$ cat src/rtl/cordic_pkg.sv
// Shared definitions for the CORDIC rotation sequencer: Q-format widths,
// CORDIC core latency, vertex packing helper and sequencer FSM states.
package cordic_pkg;

  localparam int CORDIC_LAT = 14;

  // Fixed-point formats: inputs Q2.10, angle Q3.10, outputs Q2.8
  localparam int FRAC_IN  = 10;
  localparam int FRAC_OUT = 8;
  localparam int IN_W     = 2 + FRAC_IN;
  localparam int ANG_W    = 3 + FRAC_IN;
  localparam int OUT_W    = 2 + FRAC_OUT;
  localparam int PT_W     = 6;

  typedef enum logic [1:0] {
    ST_IDLE,
    ST_ISSUE,
    ST_DRAIN
  } seq_state_e;

  // 6-bit unsigned vertex coordinate -> Q2.10 (value p/64)
  function automatic logic [IN_W-1:0] pack_coord(input logic [PT_W-1:0] p);
    return {{(IN_W-FRAC_IN){1'b0}}, p, {(FRAC_IN-PT_W){1'b0}}};
  endfunction

endpackage

$ cat src/rtl/sync_fifo.sv
// Single-clock FIFO with occupancy count. Simultaneous push and pop are
// accepted at any fill level; pop on empty and push on full (without a
// concurrent pop) are ignored.
module sync_fifo #(
  parameter int WIDTH = 24,
  parameter int DEPTH = 16
) (
  input  logic                     clk,
  input  logic                     reset,
  input  logic                     push_i,
  input  logic [WIDTH-1:0]         wdata_i,
  input  logic                     pop_i,
  output logic [WIDTH-1:0]         rdata_o,
  output logic                     empty_o,
  output logic [$clog2(DEPTH):0]   count_o
);

  localparam int AW = $clog2(DEPTH);
  localparam int CW = $clog2(DEPTH) + 1;

  logic [WIDTH-1:0] mem_q [DEPTH];
  logic [AW-1:0]    wr_ptr_q, wr_ptr_d;
  logic [AW-1:0]    rd_ptr_q, rd_ptr_d;
  logic [CW-1:0]    count_q, count_d;
  logic             push_ok, pop_ok;

  function automatic logic [AW-1:0] ptr_next(input logic [AW-1:0] p);
    return (p == AW'(DEPTH - 1)) ? '0 : p + 1'b1;
  endfunction

  assign pop_ok  = pop_i && (count_q != '0);
  assign push_ok = push_i && ((count_q != CW'(DEPTH)) || pop_ok);

  // Next pointers and occupancy
  always_comb begin
    wr_ptr_d = wr_ptr_q;
    rd_ptr_d = rd_ptr_q;
    count_d  = count_q;
    if (push_ok) wr_ptr_d = ptr_next(wr_ptr_q);
    if (pop_ok)  rd_ptr_d = ptr_next(rd_ptr_q);
    case ({push_ok, pop_ok})
      2'b10:   count_d = count_q + 1'b1;
      2'b01:   count_d = count_q - 1'b1;
      default: count_d = count_q;
    endcase
  end

  // Pointer and count registers
  always_ff @(posedge clk) begin
    if (reset) begin
      wr_ptr_q <= '0;
      rd_ptr_q <= '0;
      count_q  <= '0;
    end else begin
      wr_ptr_q <= wr_ptr_d;
      rd_ptr_q <= rd_ptr_d;
      count_q  <= count_d;
    end
  end

  // Storage write
  always_ff @(posedge clk) begin
    if (push_ok) mem_q[wr_ptr_q] <= wdata_i;
  end

  assign rdata_o = mem_q[rd_ptr_q];
  assign empty_o = (count_q == '0);
  assign count_o = count_q;

endmodule

$ cat src/rtl/cordic_rotate_sequencer.sv
// Streams a batch of ROM vertices through a fixed-latency CORDIC rotation
// core at one angle, tracks in-flight samples with a valid/index delay line
// and buffers results in an output FIFO. Issue is gated by credit so the
// FIFO can never overflow even though the core cannot stall.
module cordic_rotate_sequencer
  import cordic_pkg::*;
#(
  parameter int NPTS       = 16,
  parameter int IDX_W      = 4,
  parameter int CORDIC_LAT = cordic_pkg::CORDIC_LAT,
  parameter int FIFO_DEPTH = 16
) (
  input  logic              clk,
  input  logic              reset,
  input  logic              start,
  input  logic [ANG_W-1:0]  theta,
  output logic              busy,
  output logic              done,
  output logic [IDX_W-1:0]  pt_idx,
  input  logic [PT_W-1:0]   pt_x,
  input  logic [PT_W-1:0]   pt_y,
  output logic              core_rst,
  output logic [IN_W-1:0]   cx,
  output logic [IN_W-1:0]   cy,
  output logic [ANG_W-1:0]  ca,
  input  logic [OUT_W-1:0]  cxo,
  input  logic [OUT_W-1:0]  cyo,
  output logic              out_valid,
  input  logic              out_ready,
  output logic [IDX_W-1:0]  out_idx,
  output logic [OUT_W-1:0]  out_x,
  output logic [OUT_W-1:0]  out_y
);

  localparam int CNT_W = $clog2(FIFO_DEPTH) + 1;
  localparam int FW    = IDX_W + 2 * OUT_W;
  localparam logic [CNT_W:0] OCC_MAX = (CNT_W+1)'(FIFO_DEPTH);

  seq_state_e       state_q, state_d;
  logic [IDX_W-1:0] pt_idx_q, pt_idx_d;
  logic [ANG_W-1:0] ca_q, ca_d;
  logic             issue;
  logic             done_c;

  logic             rd_vld_q;
  logic [IDX_W-1:0] rd_idx_q;
  logic [IN_W-1:0]  cx_q, cy_q;
  logic             cv_q;
  logic [IDX_W-1:0] ci_q;
  logic [CORDIC_LAT-1:0] dl_vld_q;
  logic [IDX_W-1:0] dl_idx_q [CORDIC_LAT];

  logic [CNT_W-1:0] inflight_q, inflight_d;
  logic [CNT_W-1:0] fifo_count;
  logic [CNT_W:0]   occupancy;
  logic             has_credit;
  logic             fifo_empty;
  logic [FW-1:0]    fifo_rdata;
  logic             push, pop;

  // Credit uses pre-edge counts only: a pop this cycle frees space next cycle
  assign occupancy  = {1'b0, fifo_count} + {1'b0, inflight_q};
  assign has_credit = (occupancy < OCC_MAX);
  assign push       = dl_vld_q[CORDIC_LAT-1];
  assign pop        = out_valid && out_ready;

  // Next-state, issue and done decode
  always_comb begin
    state_d  = state_q;
    pt_idx_d = pt_idx_q;
    ca_d     = ca_q;
    issue    = 1'b0;
    done_c   = 1'b0;
    case (state_q)
      ST_IDLE: begin
        if (start) begin
          state_d  = ST_ISSUE;
          pt_idx_d = '0;
          ca_d     = theta;
        end
      end
      ST_ISSUE: begin
        if (has_credit) begin
          issue    = 1'b1;
          pt_idx_d = pt_idx_q + 1'b1;
          if (pt_idx_q == IDX_W'(NPTS - 1)) state_d = ST_DRAIN;
        end
      end
      ST_DRAIN: begin
        if ((inflight_q == '0) && fifo_empty) begin
          state_d = ST_IDLE;
          done_c  = 1'b1;
        end
      end
      default: state_d = ST_IDLE;
    endcase
  end

  // FSM state, ROM address and latched angle
  always_ff @(posedge clk) begin
    if (reset) begin
      state_q  <= ST_IDLE;
      pt_idx_q <= '0;
      ca_q     <= '0;
    end else begin
      state_q  <= state_d;
      pt_idx_q <= pt_idx_d;
      ca_q     <= ca_d;
    end
  end

  // ROM read tag, core input registers and delay-line valids
  always_ff @(posedge clk) begin
    if (reset) begin
      rd_vld_q <= 1'b0;
      rd_idx_q <= '0;
      cx_q     <= '0;
      cy_q     <= '0;
      cv_q     <= 1'b0;
      ci_q     <= '0;
      dl_vld_q <= '0;
    end else begin
      rd_vld_q <= issue;
      rd_idx_q <= pt_idx_q;
      if (rd_vld_q) begin
        cx_q <= pack_coord(pt_x);
        cy_q <= pack_coord(pt_y);
      end
      cv_q     <= rd_vld_q;
      ci_q     <= rd_idx_q;
      dl_vld_q <= {dl_vld_q[CORDIC_LAT-2:0], cv_q};
    end
  end

  // Delay-line indices travel beside the valids; no reset needed
  always_ff @(posedge clk) begin
    dl_idx_q[0] <= ci_q;
    for (int unsigned i = 1; i < CORDIC_LAT; i++) begin
      dl_idx_q[i] <= dl_idx_q[i-1];
    end
  end

  // Count of samples issued but not yet pushed into the FIFO
  always_comb begin
    case ({issue, push})
      2'b10:   inflight_d = inflight_q + 1'b1;
      2'b01:   inflight_d = inflight_q - 1'b1;
      default: inflight_d = inflight_q;
    endcase
  end

  // In-flight counter register
  always_ff @(posedge clk) begin
    if (reset) inflight_q <= '0;
    else       inflight_q <= inflight_d;
  end

  sync_fifo #(
    .WIDTH (FW),
    .DEPTH (FIFO_DEPTH)
  ) u_fifo (
    .clk     (clk),
    .reset   (reset),
    .push_i  (push),
    .wdata_i ({dl_idx_q[CORDIC_LAT-1], cxo, cyo}),
    .pop_i   (pop),
    .rdata_o (fifo_rdata),
    .empty_o (fifo_empty),
    .count_o (fifo_count)
  );

  assign busy      = (state_q != ST_IDLE);
  assign done      = done_c;
  assign pt_idx    = pt_idx_q;
  assign core_rst  = reset;
  assign cx        = cx_q;
  assign cy        = cy_q;
  assign ca        = ca_q;
  assign out_valid = !fifo_empty;
  assign out_idx   = fifo_rdata[FW-1 -: IDX_W];
  assign out_x     = fifo_rdata[2*OUT_W-1 -: OUT_W];
  assign out_y     = fifo_rdata[OUT_W-1:0];

endmodule

$ cat config.mk
export PLATFORM = sky130hd
export DESIGN_NAME = cordic_rotate_sequencer
export DESIGN_NICKNAME = d
export VERILOG_FILES = /design/src/rtl/cordic_pkg.sv /design/src/rtl/sync_fifo.sv /design/src/rtl/cordic_rotate_sequencer.sv
export SDC_FILE = /design/constraint.sdc
export NUM_CORES = 1
export LEC_CHECK = 0
export CAP_MARGIN = 20
export CELL_PAD_IN_SITES_DETAIL_PLACEMENT = 1
export CELL_PAD_IN_SITES_GLOBAL_PLACEMENT = 1
export CORE_ASPECT_RATIO = 1.4
export CORE_MARGIN = 2
export CORE_UTILIZATION = 60
export CTS_BUF_LIST = sky130_fd_sc_hd__clkbuf_4
export DETAILED_ROUTE_END_ITERATION = 8
export DONT_BUFFER_PORTS = 1
export MAX_ROUTING_LAYER = met4
export PLACE_DENSITY_LB_ADDON = 0.1
export RECOVER_POWER = 25
export SLEW_MARGIN = 20
export SYNTH_ARGS = -nofsm -noshare
export SYNTH_HDL_FRONTEND = slang
export SYNTH_SLANG_ARGS = --single-unit
$ cat constraint.sdc
create_clock -name clk -period 8.9 [get_ports clk]
set_clock_uncertainty 0.15 [all_clocks]
set_input_delay 1.78 -clock clk [delete_from_list [all_inputs] [get_ports clk]]
set_output_delay 1.78 -clock clk [all_outputs]
set_load 0.005 [all_outputs]
# == Word-level counts from Yosys, hierarchy flattened ==
# Memory sizes are Yosys's and may differ from the RTL's. A register that Yosys moved wholly into a read port is not among the register bits.
# Cells that the tools add are included.
# op_classes
n_eq_ne,14
mux,20
n_addsub,8
reduce_logical,17
n_lt_le_gt_ge,1
# ops
operator,count
4-bit 2-to-1 mux,6
5-bit one-hot mux with 2 select lines,2
"4-bit by 1-bit adder with 4-bit output, second input constant",3
"4-bit == test, second input constant",3
"5-bit by 1-bit adder with 5-bit output, second input constant",2
5-bit zero test,2
"5-bit by 1-bit subtractor with 5-bit output, second input constant",2
2-bit 2-to-1 mux,4
"2-bit inequality test, second input constant",4
4-bit one-hot mux with 2 select lines,1
2-bit nonzero test,4
5-bit by 5-bit adder with 6-bit output,1
"2-bit by 1-bit == test with 1-bit output, second input constant",3
"2-bit == test, second input constant",3
"6-bit by 5-bit less-than comparator with 1-bit output, second input constant",1
1-bit 2-to-1 mux,6
2-bit one-hot mux with 3 select lines,1
"5-bit inequality test, second input constant",1
5-bit nonzero test,1
1-bit logical AND,4
4-bit AND reduction,1
3-bit AND reduction,1
2-bit zero test,1
2-bit AND reduction,1
other kinds (2),2
# word_totals
elab_cells,76
n_memories,2
ramBits,440
out_inout_bits,69
input_bits,49
register_bits,73
# mem_list
name,words,width,read_ports,rd_clocked_by_memory_dff,wr,line,rtl
u_fifo.mem_q,16,24,1,1,1,sync_fifo.sv:21,logic [WIDTH-1:0] mem_q [DEPTH];
dl_idx_q,14,4,14,0,14,cordic_rotate_sequencer.sv:51,logic [IDX_W-1:0] dl_idx_q [CORDIC_LAT];

# == Logic depth before layout (Yosys ltp) ==
# Gate-level depths: netlist of run 1.
# depth
word_depth,8
mapped_depth,12
mapped_depth_nobuf,11

# == Modules after synthesis ==
# Synthesis of run 1 repeated with hierarchy kept, for this count alone.
# unflattened
hier_cells,1022
area_unflattened_um2,18906.9
# by_module_without_submodules
mod,area_per_inst_um2,cells_each,instances,seq_area_each_um2
sync_fifo,15416.0,718,1,11871.4
cordic_rotate_sequencer,3490.8,304,1,2322.2

# == Worst setup path after synthesis of run 1 ==
# Ideal clock, no wire load.
# synth_path
path_type,input to register
start,input port out_ready
end,"memory u_fifo.mem_q[1][0], enable pin"
path_stages,4
t_arrival_ns,3.824
setup_ns,0.435
required_ns,8.315
setup_slack_ns,4.491
path_cell_list,o31a_1 -> buf_4 -> nand2_1 -> nor3_1
# synth_between
elab_chain_cells,6
# synth_lines
element,line,rtl
"start, declared",cordic_rotate_sequencer.sv:29,"input logic out_ready,"
1-bit logical AND,cordic_rotate_sequencer.sv:65,assign pop = out_valid && out_ready;
1-bit logical AND,sync_fifo.sv:31,assign pop_ok = pop_i && (count_q != '0);
1-bit logical OR,sync_fifo.sv:32,assign push_ok = push_i && ((count_q != CW'(DEPTH)) || pop_ok);
1-bit logical AND,sync_fifo.sv:32,
1-bit 2-to-1 mux,sync_fifo.sv:63,if (push_ok) mem_q[wr_ptr_q] <= wdata_i;
1-bit 2-to-1 mux (not written as such),sync_fifo.sv:63,
"end, declared",sync_fifo.sv:21,
# No other way between the ends.

==> results.sh, run 1 <==
export IMPL_synthTopCellsByArea="edfxtp_1 (61%), mux4_2 (14%), dfxtp_1 (14%)"
export IMPL_grt_first_pass_wirelength_mm=59.23
export IMPL_vias=9051
export IMPL_ctsResizeCount=0
export IMPL_synth_cells=944
export IMPL_holdBufCountCts=0
export IMPL_cts_sinks=517
export IMPL_final_antenna_net_count=0
export IMPL_route_detailed_drc=0
export IMPL_critical_path_max_fanout=49
export IMPL_clock_latency_ps=810
export IMPL_synthArstFlopShare=0
export IMPL_ys_ff_latch=517
export IMPL_pre_cts_slack_ps=3803
export IMPL_track_usage=0.2539
export IMPL_ys_warnings_count=0
export IMPL_power_density_nw_per_um2=233.0
export IMPL_fin_area_sq_um=20620
export IMPL_cts_buffers=111
export IMPL_clkTransAtPathRegs_ps=80
export IMPL_wl_per_cell_um=25.84
export IMPL_postCtsSetupBuffers=0
export IMPL_total_power_mw=4.805
export IMPL_initial_core_util=0.6105
export IMPL_htree_levels=3
export IMPL_hold_start="dl_idx_q[0][31]$_DFF_P_"
export IMPL_drive_above_1_share=0.2935
export IMPL_clock_fmax_mhz=171.5
export IMPL_yosys_area_top_type_share=0.6130
export IMPL_n_fill_cell=2655
export IMPL_rsz0062_at_grt="false"
export IMPL_fp_dieH_um=213.5
export IMPL_yosysTopAreaCell="edfxtp_1"
export IMPL_r2r_start="u_fifo.count_o[4]$_SDFFE_PP0P_"
export IMPL_worst_slew_pin_transition_ps=1015
export IMPL_status="finished, final reports clean"
export IMPL_holdCritPathClass="reg -> reg"
export IMPL_critPathArrivalTime_ps=3900
export IMPL_leakage_nw=6.841
export IMPL_synthesis_area_sq_um=18810
export IMPL_wl_mm=39.08
export IMPL_finalSetupViolCount=0
export IMPL_rows=76
export IMPL_areaGrowthSynthToFinish_pct=9.611
export IMPL_drtPass1Iterations=5
export IMPL_synth_main_ff_cell="edfxtp_1"
export IMPL_hold_viol_final=0
export IMPL_synthTopCellsByCount="edfxtp_1 (384), dfxtp_1 (133), mux4_2 (120), nor2_1 (49), nand2_1 (33)"
export IMPL_cts_tree="yes"
export IMPL_worst_setup_path_end_kind="output port"
export IMPL_grt_max_degree=76
export IMPL_setup_ws_ps=3070
export IMPL_core_area_sq_um=30810
export IMPL_nets=1097
export IMPL_place_congestion=0.7466
export IMPL_cp_required_ps=6970
export IMPL_ys_types=51
export IMPL_first_global_vias=10233
export IMPL_io_buffers=0
export IMPL_clock_path_buffers=3
export IMPL_syn_area_per_cell_sq_um=19.93
export IMPL_dpl_cell_area_sq_um=19200
export IMPL_dp_hpwl_mm=21.21
export IMPL_timing_max_cap_violations=0
export IMPL_die_area_sq_um=32800
export IMPL_ir_drop_mv=0.1380
export IMPL_synth_most_common_cell="edfxtp_1"
export IMPL_worstSetupPathType="reg -> out"
export IMPL_final_max_slew_viol_count=0
export IMPL_ios=118
export IMPL_grt_remaining_overflow=0
export IMPL_die_w_um=153.6
export IMPL_post_route_min_period_ps=5830
export IMPL_cts_root_buf="clkbuf_4"
export IMPL_drt_iter0_drc=575
export IMPL_routed_via_density=5.986
export IMPL_crit_path_start_kind="flip-flop"
export IMPL_grt_antenna_before_repair=1
export IMPL_synth_edf_count=384
export IMPL_fin_crit_sh=0.6550
export IMPL_timing_slew_headroom=0.3231
export IMPL_tns_ps=0
export IMPL_ys_seq_area_frac=0.7546
## sequential cells by signal (all words and copies together), names as in the netlist, named ones only
signal	flops
u_fifo.mem_q	384
dl_idx_q	56
dl_vld_q	14
ca	13
cx	6
cy	6
inflight_q	5
u_fifo.count_o	5
ci_q	4
pt_idx	4
rd_idx_q	4
u_fifo.rd_ptr_q	4
u_fifo.wr_ptr_q	4
state_q	2
cv_q	1
rd_vld_q	1
## worst max-delay path, cell delays in order, from the launching register on
cell	delay, ps
dfxtp_4	980
buf_4	860
mux4_2	600
mux4_2	540
## metrics by stage
step	util	hold slack, ps	cells
finish	0.6692	169.5	1512
global route	0.6692	184.0	1512
CTS	0.6691	171.6	1511
detailed placement	0.6232	163.5	1306
global placement	0.6232	160.9	1306
floorplan	-	159.6	955
## final timing paths
check	slack, ps	end	cells past startpoint
worst max-delay path	3070	out_idx[1]	3
worst min-delay path	170	dl_idx_q[1][3]$_DFF_P_	0
worst min register to register	170	dl_idx_q[1][3]$_DFF_P_	0
worst max register to register	5390	inflight_q[4]$_SDFFE_PP0P_	11
## area by class of cell
class / instances / area (sq um) / share of cell area
Sequential cell: 517 / 14200 / 0.6888
Clock buffer: 152 / 1141 / 0.05534
Multi-Input combinational cell: 370 / 4327 / 0.2098
Clock inverter: 53 / 274.0 / 0.01329
Tap cell: 390 / 488.0 / 0.02367
Inverter: 9 / 33.78 / 0.001638
Antenna cell: 1 / 2.502 / 0.0001214
Timing Repair Buffer: 20 / 150.1 / 0.007282
## placed cells by master, fill, tap and decap left out, drive strengths merged, types with 2 or more instances in the layout
| cell | instances |
|---|---|
| edfxtp | 384 |
| nand4b | 2 |
| nand3 | 5 |
| nand2 | 34 |
| conb | 12 |
| clkbuf | 152 |
| nor2b | 23 |
| a21boi | 2 |
| xnor2 | 6 |
| a21oi | 26 |
| a21o | 4 |
| ha | 17 |
| nor4 | 3 |
| buf | 20 |
| fa | 2 |
| o21ai | 4 |
| nor3 | 6 |
| dfxtp | 133 |
| nor2 | 49 |
| inv | 12 |
| a211oi | 3 |
| nand4 | 2 |
| nand2b | 4 |
| mux4 | 120 |
| xor2 | 3 |
| clkinv | 48 |
| bufinv | 2 |
| or3 | 6 |
| or4 | 2 |
| mux2i | 19 |
| a31oi | 4 |
## power by group
group          switching, mW  leakage [nW]  internal, mW
Sequential            0.0617          4.56          2.60
Combinational          0.169          1.44         0.221
Clock                  0.890         0.835         0.858
## cells by family (layout without fill, tap and decap cells)
kind of cell / count (synthesis) / count (layout) / synth area share
fa+ha+maj: 19 / 19 / 0.01344
buf+inv: 68 / 234 / 0.02029
compound gates: 49 / 49 / 0.01623
other cells: 1 / 13 / 0.0001994
mux: 139 / 139 / 0.1540
flops: 517 / 517 / 0.7546
simple gates: 142 / 142 / 0.03712
xor+xnor: 9 / 9 / 0.004191
## per-layer routing
layer,vias up,track usage,part of all wire
met5,-,-,0
met4,0,0.1171,0.029
met3,80,0.05497,0.069
met2,375,0.4253,0.53
met1,4651,0.2980,0.37
li1,3945,-,-
Note: power is estimated with default switching activity, not from simulation.
==> run 2: changes to the inputs <==
CORE_UTILIZATION = 57   (was 60)
clock period = 5.6 ns   (was 8.9 ns; I/O delays follow)
==> results.sh, run 2 (synthesized netlist as in run 1, its figures left out) <==
export IMPL_finalSetupViolCount=0
export IMPL_track_usage=0.2496
export IMPL_postCtsSetupBuffers=0
export IMPL_areaGrowthSynthToFinish_pct=10.20
export IMPL_n_fill_cell=2809
export IMPL_worst_setup_path_end_kind="output port"
export IMPL_vias=9141
export IMPL_grt_max_degree=76
export IMPL_use_met3=0.06991
export IMPL_status="finished, final reports clean"
export IMPL_drt_iter0_drc=604
export IMPL_timing_slew_headroom=0.4555
export IMPL_largestRegisters="u_fifo.mem_q x384, dl_idx_q x56, dl_vld_q x14"
export IMPL_first_global_vias=10115
export IMPL_setup_ws_ps=1056
export IMPL_cts_sinks=517
export IMPL_cp_required_ps=4330
export IMPL_hold_start="ci_q[0]$_SDFF_PP0_"
export IMPL_drive_above_1_share=0.3058
export IMPL_globalRouteMet2Util=0.4159
export IMPL_holdCritPathClass="reg -> reg"
export IMPL_clock_fmax_mhz=220.1
export IMPL_clock_latency_ps=830
export IMPL_min_to="dl_idx_q[0][0]$_DFF_P_"
export IMPL_leakage_nw=6.866
export IMPL_clock_path_buffers=3
export IMPL_dp_hpwl_mm=21.84
export IMPL_route_detailed_drc=0
export IMPL_met1_usage=0.2905
export IMPL_final_max_slew_viol_count=0
export IMPL_pre_cts_slack_ps=1816
export IMPL_layout_common_cells="edfxtp_1 (384), clkbuf_4 (166), dfxtp_1 (130)"
export IMPL_hold_viol_final=0
export IMPL_largest_register="u_fifo.mem_q"
export IMPL_critical_path_max_fanout=28
export IMPL_io_buffers=0
export IMPL_r2r_setup_slack_ps=2090
export IMPL_holdBufCountCts=0
export IMPL_cts_buffers=113
export IMPL_nets=1101
export IMPL_die_w_um=157.5
export IMPL_core_area_sq_um=32500
export IMPL_grt_antenna_before_repair=2
export IMPL_routed_via_density=5.833
export IMPL_critPathArrivalTime_ps=3270
export IMPL_timing_max_cap_violations=0
export IMPL_rows=78
export IMPL_cts_root_buf="clkbuf_4"
export IMPL_grt_remaining_overflow=0
export IMPL_fp_dieH_um=218.9
export IMPL_wl_mm=39.36
export IMPL_worstSetupPathType="reg -> out"
export IMPL_htree_levels=3
export IMPL_initial_core_util=0.5788
export IMPL_r2r_start="u_fifo.count_o[4]$_SDFFE_PP0P_"
export IMPL_power_density_nw_per_um2=369.3
export IMPL_layout_commonest_cell="edfxtp_1"
export IMPL_holdPathStages=0
export IMPL_place_congestion=0.7724
export IMPL_ctsResizeCount=0
export IMPL_drtPass1Iterations=6
export IMPL_final_antenna_net_count=0
export IMPL_rr_worst_depth=11
export IMPL_tns_ps=0
export IMPL_wl_per_cell_um=25.12
export IMPL_crit_path_start_kind="flip-flop"
export IMPL_grt_first_pass_wirelength_mm=59.91
export IMPL_grt_busiest_layer="met2"
export IMPL_die_area_sq_um=34490
export IMPL_worst_slew_pin_transition_ps=812.3
export IMPL_ios=118
export IMPL_fin_crit_sh=0.8114
export IMPL_ir_drop_mv=0.1957
export IMPL_timing_rr_end="inflight_q[4]$_SDFFE_PP0P_"
export IMPL_largest_reg_flops=384
export IMPL_clkTransAtPathRegs_ps=80
export IMPL_post_route_min_period_ps=4544
export IMPL_rsz0062_at_grt="false"
export IMPL_cts_tree="yes"
[run 2: cell count changes in the layout (fill, tap and decap cells not counted), sizes merged]
cell      before  now
buf           20   22
bufinv         2    0
clkbuf       152  166
clkinv        48   35
clkinvlp       0    3
diode          1    2
[run 2: worst max-delay path, cell delays in order (launching register included)]
cell and delay, ps:
dfxtp_4 710, buf_4 560, mux4_2 590, mux4_2 520
[run 2: area by class of cell]
cell class	count	area, sq um	area share
Sequential cell	517	14200	0.6852
Multi-Input combinational cell	370	4327	0.2087
Clock buffer	166	1246	0.06012
Tap cell	440	550.5	0.02656
Clock inverter	41	186.4	0.008994
Timing Repair Buffer	22	177.7	0.008571
Inverter	9	33.78	0.001630
Antenna cell	2	5.005	0.0002414
[run 2: how the worst max path moves through the flow]
stage | slack, ps | endpoint | depth (start not counted)
global placement | 1870 | out_y[3] | 3
global route | 770 | out_y[9] | 3
CTS | 880 | out_y[3] | 3
finish | 1060 | out_y[9] | 3
detailed placement | 1820 | out_y[3] | 3
floorplan | 1850 | u_fifo.mem_q[1][0]$_DFFE_PP_ | 4
[run 2: power breakdown]
group          leakage [nW]  switching (mW)  internal (mW)
Clock                 0.847            1.42           1.37
Sequential             4.56          0.0782           4.14
Combinational          1.46           0.292          0.356
Total                  6.87            1.79           5.87
[run 2: layer usage]
metal / share of wire / vias to the layer above
met2: 0.53 / 370
met1: 0.37 / 4731
met3: 0.075 / 79
met4: 0.025 / 0
li1: - / 3961
met5: 0 / -
[run 2: per-stage QoR]
stage	instance area [sq um]	power, mW	hold WS (ps)	std cells	util
after floorplan	18850	4.860	159.6	955	-
after global placement	19290	4.925	161.8	1358	0.5936
after detailed placement	19290	4.967	163.2	1358	0.5936
after CTS	20720	7.754	114.7	1565	0.6377
after global routing	20730	7.991	100.1	1567	0.6378
final	20730	7.655	172.9	1567	0.6378
